File: src/rtl/multicycle_control_fsm.sv
// Multi-cycle RV32I sequencer: steps shared ALU, memory port and regfile
// through fetch/decode/execute/memory/writeback and counts retirements.
module multicycle_control_fsm #(
    parameter int instr_width = 32,
    parameter int cnt_width   = 32
) (
    input  logic                   clk,
    input  logic                   rst,
    input  logic [instr_width-1:0] instr,
    input  logic                   EQ,
    input  logic                   mem_ready,
    output logic                   IRWrite,
    output logic                   PCWrite,
    output logic                   PCsrc,
    output logic                   AdrSrc,
    output logic                   MemRead,
    output logic                   MemWrite,
    output logic                   RegWrite,
    output logic                   ALUsrc,
    output logic [2:0]             ALUctrl,
    output logic [1:0]             ImmSrc,
    output logic                   ResultSrc,
    output logic                   illegal,
    output logic [2:0]             state,
    output logic [cnt_width-1:0]   instret
);

    typedef enum logic [2:0] {
        FETCH     = 3'd0,
        DECODE    = 3'd1,
        EXEC_ALU  = 3'd2,
        EXEC_BR   = 3'd3,
        MEM_ADDR  = 3'd4,
        MEM_READ  = 3'd5,
        MEM_WRITE = 3'd6,
        WRITEBACK = 3'd7
    } state_t;

    state_t st;

    logic [6:0] op;
    logic [2:0] f3;
    logic       f7b5;
    logic       is_imm, is_reg, is_br, is_load, is_store;
    logic       taken;
    logic       unused_bits;

    assign op       = instr[6:0];
    assign f3       = instr[14:12];
    assign f7b5     = instr[30];
    assign is_imm   = (op == 7'b0010011);
    assign is_reg   = (op == 7'b0110011);
    assign is_br    = (op == 7'b1100011);
    assign is_load  = (op == 7'b0000011);
    assign is_store = (op == 7'b0100011);
    assign taken    = ((f3 == 3'b000) && EQ) || ((f3 == 3'b001) && !EQ);
    assign state    = st;

    assign unused_bits = ^{instr[instr_width-1:31], instr[29:15], instr[11:7]};

    always_ff @(posedge clk) begin
        if (rst) begin
            st      <= FETCH;
            instret <= '0;
        end else begin
            unique case (st)
                FETCH:
                    if (mem_ready) st <= DECODE;
                DECODE: begin
                    unique case (1'b1)
                        is_imm || is_reg:    st <= EXEC_ALU;
                        is_br:               st <= EXEC_BR;
                        is_load || is_store: st <= MEM_ADDR;
                        default:             st <= FETCH;
                    endcase
                end
                EXEC_ALU:
                    st <= WRITEBACK;
                EXEC_BR: begin
                    instret <= instret + cnt_width'(1);
                    st      <= FETCH;
                end
                MEM_ADDR:
                    st <= is_load ? MEM_READ : MEM_WRITE;
                MEM_READ:
                    if (mem_ready) st <= WRITEBACK;
                MEM_WRITE:
                    if (mem_ready) begin
                        instret <= instret + cnt_width'(1);
                        st      <= FETCH;
                    end
                WRITEBACK: begin
                    instret <= instret + cnt_width'(1);
                    st      <= FETCH;
                end
                default:
                    st <= FETCH;
            endcase
        end
    end

    always_comb begin
        IRWrite   = 1'b0;
        PCWrite   = 1'b0;
        PCsrc     = 1'b0;
        AdrSrc    = 1'b0;
        MemRead   = 1'b0;
        MemWrite  = 1'b0;
        RegWrite  = 1'b0;
        ALUsrc    = 1'b0;
        ALUctrl   = 3'b000;
        ImmSrc    = 2'b00;
        ResultSrc = 1'b0;
        illegal   = 1'b0;
        unique case (st)
            FETCH: begin
                MemRead = 1'b1;
                if (mem_ready) begin
                    IRWrite = 1'b1;
                    PCWrite = 1'b1;
                end
            end
            DECODE:
                illegal = !(is_imm || is_reg || is_br || is_load || is_store);
            EXEC_ALU: begin
                ALUsrc = is_imm;
                unique case (f3)
                    3'b000:  ALUctrl = (is_reg && f7b5) ? 3'b001 : 3'b000;
                    3'b111:  ALUctrl = 3'b010;
                    3'b110:  ALUctrl = 3'b011;
                    3'b010:  ALUctrl = 3'b101;
                    default: ALUctrl = 3'b000;
                endcase
            end
            EXEC_BR: begin
                ALUctrl = 3'b001;
                ImmSrc  = 2'b10;
                if (taken) begin
                    PCWrite = 1'b1;
                    PCsrc   = 1'b1;
                end
            end
            MEM_ADDR: begin
                ALUsrc = 1'b1;
                ImmSrc = is_store ? 2'b01 : 2'b00;
            end
            MEM_READ: begin
                AdrSrc  = 1'b1;
                MemRead = 1'b1;
            end
            MEM_WRITE: begin
                AdrSrc   = 1'b1;
                MemWrite = 1'b1;
            end
            WRITEBACK: begin
                RegWrite  = 1'b1;
                ResultSrc = is_load;
            end
            default: ;
        endcase
        // Reset must abort any in-flight access without side effects
        if (rst) begin
            IRWrite  = 1'b0;
            PCWrite  = 1'b0;
            MemRead  = 1'b0;
            MemWrite = 1'b0;
            RegWrite = 1'b0;
            illegal  = 1'b0;
        end
    end

endmodule

File: config.mk
export PLATFORM = sky130hd
export DESIGN_NAME = multicycle_control_fsm
export DESIGN_NICKNAME = d
export VERILOG_FILES = /design/src/rtl/multicycle_control_fsm.sv
export SDC_FILE = /design/constraint.sdc
export NUM_CORES = 1
export LEC_CHECK = 0
export CAP_MARGIN = 20
export CELL_PAD_IN_SITES_DETAIL_PLACEMENT = 1
export CELL_PAD_IN_SITES_GLOBAL_PLACEMENT = 1
export CORE_MARGIN = 1
export CORE_UTILIZATION = 29
export DETAILED_ROUTE_END_ITERATION = 7
export GPL_TIMING_DRIVEN = 1
export PLACE_DENSITY_LB_ADDON = 0.1
export SYNTH_ARGS = -nofsm -noshare
export SYNTH_HDL_FRONTEND = slang
export SYNTH_SLANG_ARGS = --single-unit
export TNS_END_PERCENT = 20
File: constraint.sdc
create_clock -name clk -period 2.7 [get_ports clk]
set_clock_uncertainty 0.1 [all_clocks]
set_input_delay 0.54 -clock clk [delete_from_list [all_inputs] [get_ports clk]]
set_output_delay 0.54 -clock clk [all_outputs]
set_load 0.02 [all_outputs]
==> metrics <==
largest net degree at the start of global routing=33; Vias=about 2000; drt pass-1 iters=4; critical path's slowest cell=or4_1; vias in the first global route=approximately 2100; Syn Inst Count=roughly 250; Max rail drop VDD=approximately 0.24 mV; synthesis-stage register bit count=35; Distinct cells, synth=between 40 and 50; Congestion Overflow GR=0; Worst Path Arrival=~2 ns; # Max-Cap Violations=0; initial DRC count=37; setup violators final=0; setup TNS=0 ns; Num CTS Buffers=5; RSZ-0062 raised after global routing=false; All-Layer GR Usage=0.170; placed inst area=0.00282 mm²; number of fill cells=about 790; CP peak stage delay=approximately 0.55 ns; kind of critical path=primary input to primary output; Post-synth EDFFs=0; CTS Root Cell=clkbuf_8; TritonCTS clock tree=built; Critical Path End Type=primary output; clock sinks=35; Worst Tran Pin Value=slightly below 0.4 ns; Initial Utilization=0.301; Residual DRC=0; Routed Antenna Nets=0; Synth area leaders=dfxtp_1, nor2_1, xnor2_1; Vias/cell=between 5 and 6; fin crit period=2.64 ns; H-tree depth=2; Synthesized Nets=about 280; LEAKAGE=roughly 1.1 nW; Async SR Flop Fraction=0; DP HPWL=4420 µm; crit-path cells=clkdlybuf4s50_1 > nand2b_1 > or4_1 > o22ai_1 > buf_2; routed length per instance=around 14 µm; Clock Path Buffers=2; Multi-input gate area=between 0.001 and 0.0015 mm²; worst-path fanout max=2; Post-Layout Cell Count=411; WP buf/inv=2; crit-path leading delay family=simple AND/OR/NAND/NOR gates; final hold violations=0; ant diodes=0; # rows=29; worst hold path type=flop to flop; share of layout cells above drive strength 1=0.138; core area=about 0.0063 mm²; Yosys top cell area share=0.366; I/O Buffers=64; Mean Syn Cell Area=between 7 and 8 µm²; Reg area=701 µm²; post-CTS setup buffers=0; initial antenna violation count=0; leading area contributor after synthesis=dfxtp_1; status=completed; sequential fraction of the synthesis area=0.366; Nets=370; Hold WS=between 0.4 and 0.5 ns; Critical Path Start Type=primary input; Clk pin slew, worst setup/hold paths=about 0.07 ns; fin area=around 0.0029 mm²; GPL Wtd Cong=a little under 0.8; total wire length=~5800 µm; DIE WIDTH=roughly 83 µm; I/O pin count=86; fmax=~380 MHz; P&R area growth vs syn=51.1%; post-layout util=0.455; Tcrit/Tclk final=0.976; die area=0.00693 mm²; placed instance count=403; Clk Latency, worst-skew pair=between 0.2 and 0.3 ns; Most used DFF post-synth=dfxtp_1; most frequent cell after synthesis=nor2_1; CP required=2.06 ns; pwr dens=340 mW/mm²; top post-synthesis cells by count=nor2_1, dfxtp_1, nand2_1, xnor2_1, nor3_1; yosys warns=0; Max-slew headroom=0.733; die height=between 80 and 90 µm; first-pass GRT wire length=approximately 9600 µm; Post-Syn Area=about 0.0019 mm²; final-report max-slew violation count=0
==> tightest hold or removal path: cells and delay by family, from the launching register on <==
family             cells  cell delay [ns]
AOI/OAI and AO/OA      2             0.13
DFF                    1             0.33
==> placed cells by master, fill, tap and decap left out, types with 10 or more instances in the layout <==
cell type	n
buf_4	28
dfxtp_1	35
nor2_1	45
nand4_1	10
clkdlybuf4s50_1	52
xor2_1	11
nand3_1	13
nor3_1	12
nand2_1	17
xnor2_1	17
==> per-layer routing <==
layer | share of wire | vias up | wire, µm | GRT usage
li1 | - | 1041 | - | -
met5 | 0 | - | 0 | 0
met1 | 0.47 | 966 | 2700 | 0.211
met2 | 0.48 | 45 | 2790 | 0.297
met3 | 0.039 | 7 | 226 | 0.0338
met4 | 0.011 | 0 | 61 | 0.0470
==> registers in the layout, indices dropped and copies added, names as in the netlist <==
| register | cells |
|---|---|
| instret | 32 |
| state | 3 |
==> power breakdown <==
group | internal [mW] | total, mW | switching [mW] | leakage (nW)
sequential | 0.517 | 0.518 | 0.000840 | 0.282
combinational | 0.0514 | 0.100 | 0.0489 | 0.741
clock | 0.181 | 0.366 | 0.185 | 0.0422
total | 0.750 | 0.984 | 0.234 | 1.07
==> through the flow <==
stage / worst slack [ns] / power (mW)
floorplan: 0.181 / 0.570
global placement: -0.423 / 0.633
detailed placement: -0.398 / 0.634
CTS: -0.0887 / 1.00
global route: 0.0100 / 1.03
finish: 0.0635 / 0.984
==> path summary, 6_finish.rpt <==
check	start	endpoint	slack (ns)	cells after the start
worst min register to register	instret[31]	instret[31]	0.41	2
worst max register to register	state[2]	instret[31]	0.44	6
worst min-delay path	instret[31]	instret[31]	0.41	2
worst max-delay path	instr[6]	ALUsrc	0.06	5
==> kinds of logic (layout without fill, tap and decap cells) <==
kind of cell	Yosys count	in the layout	share of synthesized area
AO/OA/AOI/OAI	25	25	0.0837
XOR/XNOR	28	28	0.128
adder cells (fa/ha/maj)	1	1	0.00654
buffers and inverters	18	106	0.0366
flip-flops	35	35	0.366
multiplexers	1	1	0.00589
AND/OR/NAND/NOR	138	138	0.373
==> area by class of cell <==
class | count | area share
multi-input cells | 193 | 0.401
repair buffers | 92 | 0.288
flip-flops and latches | 35 | 0.242
well taps | 77 | 0.0333
clock buffers | 7 | 0.0264
inverters | 6 | 0.00779
clock inverters | 1 | 0.00173
==> what timing repair did <==
action	CTS	global route
gates resized for setup	25	4
endpoints found under the setup margin	10	4
hold buffers	0	0
Note: power is estimated with default switching activity, not from simulation.
